--- src/rtl/parity_ram_pkg.sv ---
// Shared types and helpers for the parity RAM: FSM states, read-during-write
// encodings and the parity function.
package parity_ram_pkg;

  typedef enum logic {
    INIT = 1'b0,
    RUN  = 1'b1
  } state_e;

  localparam int unsigned RDW_READ_FIRST  = 0;
  localparam int unsigned RDW_WRITE_FIRST = 1;

  // Widest word parity_of accepts; callers zero-extend, which leaves parity unchanged.
  localparam int unsigned PAR_MAX_W = 256;

  function automatic logic parity_of(input logic [PAR_MAX_W-1:0] d);
    return ^d;
  endfunction

endpackage

--- src/rtl/parity_ram_array.sv ---
// Storage array with one synchronous write port and a read-port mux that
// applies the read-during-write policy; the read register lives in the parent.
module parity_ram_array
  import parity_ram_pkg::*;
#(
  parameter int unsigned WORD_W   = 9,
  parameter int unsigned ADDR_W   = 8,
  parameter int unsigned DEPTH    = 2**ADDR_W,
  parameter int unsigned RDW_MODE = RDW_READ_FIRST
) (
  input  logic              clk,
  input  logic              wr_en,
  input  logic [ADDR_W-1:0] wr_addr,
  input  logic [WORD_W-1:0] wr_word,
  input  logic [ADDR_W-1:0] rd_addr,
  output logic [WORD_W-1:0] rd_word_c
);

  localparam int unsigned CMP_W = ADDR_W + 1;

  logic [WORD_W-1:0] mem [DEPTH];
  logic              wr_ok;
  logic              rd_ok;
  logic              bypass;

  assign wr_ok  = wr_en & ({1'b0, wr_addr} < CMP_W'(DEPTH));
  assign rd_ok  = {1'b0, rd_addr} < CMP_W'(DEPTH);
  assign bypass = (RDW_MODE == RDW_WRITE_FIRST) && wr_ok && (wr_addr == rd_addr);

  // Out-of-range writes are dropped here so the parent need not filter them.
  always_ff @(posedge clk) begin
    if (wr_ok) begin
      mem[wr_addr] <= wr_word;
    end
  end

  // Out-of-range reads return zeros, which also carry good parity.
  always_comb begin
    rd_word_c = '0;
    if (rd_ok) begin
      rd_word_c = bypass ? wr_word : mem[rd_addr];
    end
  end

endmodule

--- src/rtl/parity_ram.sv ---
// Parity-protected RAM: power-up clear sweep, registered one-cycle read with
// parity check, error injection on write and a saturating error counter.
module parity_ram
  import parity_ram_pkg::*;
#(
  parameter int unsigned DATA_W   = 8,
  parameter int unsigned ADDR_W   = 8,
  parameter int unsigned DEPTH    = 2**ADDR_W,
  parameter int unsigned RDW_MODE = RDW_READ_FIRST,
  parameter int unsigned CNT_W    = 8
) (
  input  logic              clk,
  input  logic              rst,
  input  logic              write,
  input  logic              read,
  input  logic [ADDR_W-1:0] address,
  input  logic [DATA_W-1:0] data_in,
  input  logic              inj_err,
  output logic [DATA_W:0]   data_out,
  output logic              rd_valid,
  output logic              ready,
  output logic              parity_err,
  output logic [CNT_W-1:0]  err_count
);

  localparam int unsigned WORD_W = DATA_W + 1;
  localparam logic [ADDR_W-1:0] LAST_ADDR = ADDR_W'(DEPTH - 1);
  localparam logic [CNT_W-1:0]  CNT_MAX   = {CNT_W{1'b1}};

  state_e            state, state_nxt;
  logic [ADDR_W-1:0] ptr, ptr_nxt;
  logic              ready_nxt;
  logic              wr_en;
  logic [ADDR_W-1:0] wr_addr;
  logic [WORD_W-1:0] wr_word;
  logic              rd_en;
  logic [WORD_W-1:0] rd_word_c;
  logic              rd_bad;

  parity_ram_array #(
    .WORD_W  (WORD_W),
    .ADDR_W  (ADDR_W),
    .DEPTH   (DEPTH),
    .RDW_MODE(RDW_MODE)
  ) u_array (
    .clk      (clk),
    .wr_en    (wr_en),
    .wr_addr  (wr_addr),
    .wr_word  (wr_word),
    .rd_addr  (address),
    .rd_word_c(rd_word_c)
  );

  // Next state, sweep pointer and array port steering.
  always_comb begin
    state_nxt = state;
    ptr_nxt   = ptr;
    ready_nxt = ready;
    wr_en     = 1'b0;
    wr_addr   = address;
    wr_word   = {parity_of(PAR_MAX_W'(data_in)) ^ inj_err, data_in};
    rd_en     = 1'b0;
    case (state)
      INIT: begin
        wr_en   = 1'b1;
        wr_addr = ptr;
        wr_word = '0;
        if (ptr == LAST_ADDR) begin
          state_nxt = RUN;
          ready_nxt = 1'b1;
        end else begin
          ptr_nxt = ptr + ADDR_W'(1);
        end
      end
      RUN: begin
        wr_en = write;
        rd_en = read;
      end
      default: begin
        state_nxt = INIT;
        ptr_nxt   = '0;
        ready_nxt = 1'b0;
      end
    endcase
  end

  assign rd_bad = rd_en & parity_of(PAR_MAX_W'(rd_word_c));

  always_ff @(posedge clk) begin
    if (rst) begin
      state <= INIT;
      ptr   <= '0;
      ready <= 1'b0;
    end else begin
      state <= state_nxt;
      ptr   <= ptr_nxt;
      ready <= ready_nxt;
    end
  end

  // Read return path; data_out holds between reads.
  always_ff @(posedge clk) begin
    if (rst) begin
      data_out   <= '0;
      rd_valid   <= 1'b0;
      parity_err <= 1'b0;
      err_count  <= '0;
    end else begin
      rd_valid   <= rd_en;
      parity_err <= rd_bad;
      if (rd_en) begin
        data_out <= rd_word_c;
      end
      if (rd_bad && (err_count != CNT_MAX)) begin
        err_count <= err_count + CNT_W'(1);
      end
    end
  end

endmodule

--- config.mk ---
export PLATFORM = sky130hd
export DESIGN_NAME = parity_ram
export DESIGN_NICKNAME = d
export VERILOG_FILES = /design/src/rtl/parity_ram_pkg.sv /design/src/rtl/parity_ram_array.sv /design/src/rtl/parity_ram.sv
export SDC_FILE = /design/constraint.sdc
export NUM_CORES = 2
export LEC_CHECK = 0
export ABC_AREA = 0
export BUFFER_PORTS_ARGS = -buffer_cell sky130_fd_sc_hd__clkbuf_2
export CORE_ASPECT_RATIO = 1.25
export CORE_UTILIZATION = 44
export DETAILED_ROUTE_END_ITERATION = 10
export HOLD_SLACK_MARGIN = 0.06
export MAX_ROUTING_LAYER = met4
export REMOVE_ABC_BUFFERS = 1
export SKIP_LAST_GASP = 1
export SYNTH_ARGS = -nofsm -noshare
export SYNTH_HDL_FRONTEND = slang
export SYNTH_HIERARCHICAL = 1
export SYNTH_SLANG_ARGS = --single-unit
export TNS_END_PERCENT = 10
--- constraint.sdc ---
create_clock -name clk -period 13.2 [get_ports clk]
set_input_delay 1.32 -clock clk [delete_from_list [all_inputs] [get_ports clk]]
set_output_delay 1.32 -clock clk [all_outputs]
set_load 0.02 [all_outputs]
==> results.py <==
metrics = {
    "setup_path": {
        "arrival_ns": 7.47,
        "cp-end-kind": "flip-flop",
        "crit_path_frequent_cell": "nor4_1",
        "path_cells": "buf_8, buf_4, buf_12, mux4_2, a22oi_1, a21oi_1, nor4_1, nor4_1, xor3_1, a311o_1, mux2i_4, mux2i_1, nor2_1",
        "cp.required_ns": 13.89,
        "critPathLaunchType": "input pin",
        "cp.depth": 13,
        "critPathTopFamily": "buffers and inverters",
        "crit_fanout": 66,
        "cp.buffers_inverters": 3,
        "r2r_cells": 6,
        "critPathMaxStageDelay_ns": 1.03,
        "worstSetupPathType": "in -> reg",
        "cpMaxStageDelayCell": "nor4_1",
    },
    "global_route": {
        "grt_pass1_vias": 44400,
        "grt_start_max_net_pins": 241,
        "grt_usage": 0.228,
        "grt_pass1_wl_mm": 330,
        "antenna_found_initial": 6,
        "grt_overflow_total": 0,
    },
    "sta": {
        "period_share": 0.514,
        "finalSetupViolations": 0,
        "drv_slew": 0,
        "min_period_ns": 6.78,
        "worst_pin_slew_ns": 1.39,
        "max_slew_margin": 0.0695,
        "finalSetupTns_ns": 0,
        "skew_ns": 0.0254,
        "hold_violations": 0,
        "clock.fmax_ghz": 0.147,
        "grt_setup_unrepaired": "false",
    },
    "floorplanning": {
        "coreArea_mm2": 0.204,
        "start_util": 0.444,
        "die_w_um": 408,
        "io_pins": 41,
        "dieArea_mm2": 0.208,
        "die_height_um": 509,
        "std_cell_rows": 185,
    },
    "pwr": {
        "peakVddDrop_uv": 157,
        "p_leak_nw": 33.0,
        "power_density_mw_per_mm2": 146,
        "power_mw": 14.6,
    },
    "clock_network": {
        "cts_root_buf": "clkbuf_16",
        "cts_tree": "yes",
        "insertion_delay_ns": 0.85,
        "clock_sinks": 2333,
        "postCtsHoldBufs": 0,
        "numCtsBuffers": 211,
        "cts_resized": 0,
        "path_clk_slew_ns": 0.06,
        "htreeDepth": 4,
        "clockBufferDepth": 3,
        "cts_setup_buffers": 0,
    },
    "detailed_routing": {
        "wl_mm": 231,
        "firstDrtPassIters": 6,
        "route.met3.wl_mm": 17.9,
        "wl_per_cell_um": 31.4,
        "top_layer": "met4",
        "vias": 45000,
        "drc": 0,
        "dr_wl_met2_mm": 113,
        "drt_iter0_drc": 5233,
        "m1WireLength_mm": 94.0,
        "routed_via_density": 6.10,
        "final_antenna_net_count": 0,
    },
    "place": {
        "globalplace.congestion": 0.857,
        "numPortBuffers": 40,
        "dp_hpwl_mm": 140,
    },
    "yosys": {
        "synth_top_family_by_area": "multiplexers",
        "netlist_area_mm2": 0.0906,
        "synth_simple_gate_area_frac": 0.0287,
        "ys_async_sr_fraction": 0,
        "synth-adder-area-share": 0.000276,
        "syn_inst": 4403,
        "synth_cell_type_count": 71,
        "synth_top_cell_area_share": 0.763,
        "yosysTopAreaCell": "edfxtp_1",
        "ys_ff_latch": 2333,
        "yosysSeqAreaShare": 0.770,
        "synth_compound_area_frac": 0.0386,
        "ys_warn_count": 6,
        "synthTopCellsByArea": "edfxtp_1 76%, mux4_2 12%, mux2i_1 2.0%, a22oi_1 1.4%, nor2_1 1.3%",
        "synth_xor_area_frac": 0.00244,
        "avgSynthCellArea_um2": 20.6,
        "synthMuxAreaShare": 0.142,
        "synth_edf_count": 2304,
        "synth_top_flop_cell": "edfxtp_1",
    },
    "layout": {
        "syn2layout_area_growth_pct": 10.7,
        "drive_above_1_share": 0.206,
        "final_nets": 4508,
        "fill_cells": 16300,
        "multi_input_area_mm2": 0.0193,
        "regArea_mm2": 0.0698,
    },
    "job": {
        "maxCapViolCount": 0,
    },
    "hold_path": {
        "hold_depth": 2,
        "hold_class": "reg -> reg",
    },
    "run_status": {
        "status": "finished clean",
    },
}
worst min-delay path, cell delays in order (launching register included):
cell,delay [ns]
dfxtp_1,0.31
nand2_1,0.05
a21oi_1,0.06
power breakdown:
group          switching [mW]  total, mW  internal, mW
combinational           0.384      0.615         0.231
clock                    2.66       6.00          3.35
sequential            0.00295       8.02          8.02
total                    3.05       14.6          11.6
metrics by stage:
step                hold WS (ns)  setup WS [ns]  cell area [um2]  utilization  std cells
finish                     0.462           6.42           100000        0.492       7376
global route               0.483           6.28           100000        0.492       7375
CTS                        0.464           6.50           100000        0.492       7372
detailed placement         0.455           5.60            93600        0.459       6983
global placement           0.445           5.45            93600        0.459       6980
floorplan                  0.443           7.15            89000            -       4136
placed cells by master (no fill, tap or decap), drive strengths merged, types with 5 or more instances in the layout:
cell    instances
and3            6
clkbuf        305
bufinv         17
xor2            7
a211oi         27
mux2i         180
mux4          476
xnor2          12
a221oi         11
a22oi         174
a22o            8
nand2b         11
o221ai         36
a21oi         110
nor4           28
and2           13
o21ai          36
clkinv         95
nor3           22
nand3          36
a31oi          14
nor3b           5
o22ai          65
nand4          17
mux2           30
nand2          62
inv            13
o31a            8
buf            99
nor2b          30
edfxtp       2304
dfxtp          29
or2             6
nor2          324
logic make-up after synthesis:
group,count (synthesis)
buf+inv,273
compound gates,513
fa+ha+maj,2
flops,2333
simple gates,575
mux,686
xor+xnor,21
final timing paths:
kind,startpoint,endpoint,slack (ns)
worst max-delay path,address[0],err_count[1],6.42
worst min-delay path,data_out[8],data_out[8],0.46
worst max register to register,state,u_array/mem[132][7],8.48
worst min register to register,data_out[8],data_out[8],0.46
layout make-up:
class	count	share of cell area
clock inverters	121	0.0106
clock buffers	268	0.0561
well taps	2711	0.0338
inverters	6	0.000224
diodes	4	0.0000998
repair buffers	136	0.0109
multi-input cells	1797	0.193
flip-flops and latches	2333	0.695
sequential cells by signal, indices dropped and copies added, names as in the netlist:
name	flops
ptr	8
parity_err	1
data_out	9
err_count	8
rd_valid	1
ready	1
state	1
u_array/mem	2304
routing by layer:
| metal | up-vias | global-route usage |
|---|---|---|
| li1 | 18500 | - |
| met1 | 24200 | 0.307 |
| met2 | 1934 | 0.360 |
| met3 | 301 | 0.0365 |
| met4 | 0 | 0.0654 |
| met5 | - | - |
Yosys cell counts, types with 7 or more instances:
master	n
clkbuf_1	125
edfxtp_1	2304
nor3_1	22
nand2b_1	11
a31oi_1	14
buf_6	26
buf_4	28
mux4_1	9
xor2_1	7
mux2_2	29
and2_1	13
a22o_1	8
nor2b_1	30
mux2i_1	179
nor2_1	324
nor4_1	28
a22oi_1	174
buf_8	12
mux4_2	467
dfxtp_1	29
xnor2_1	11
a21oi_1	110
o21ai_0	31
nand4_1	17
a211oi_1	27
o22ai_1	65
buf_2	55
nand3_1	36
buf_1	16
nand2_1	62
o31a_1	8
a221oi_1	11
o221ai_1	35
(Power assumes the default switching activity.)
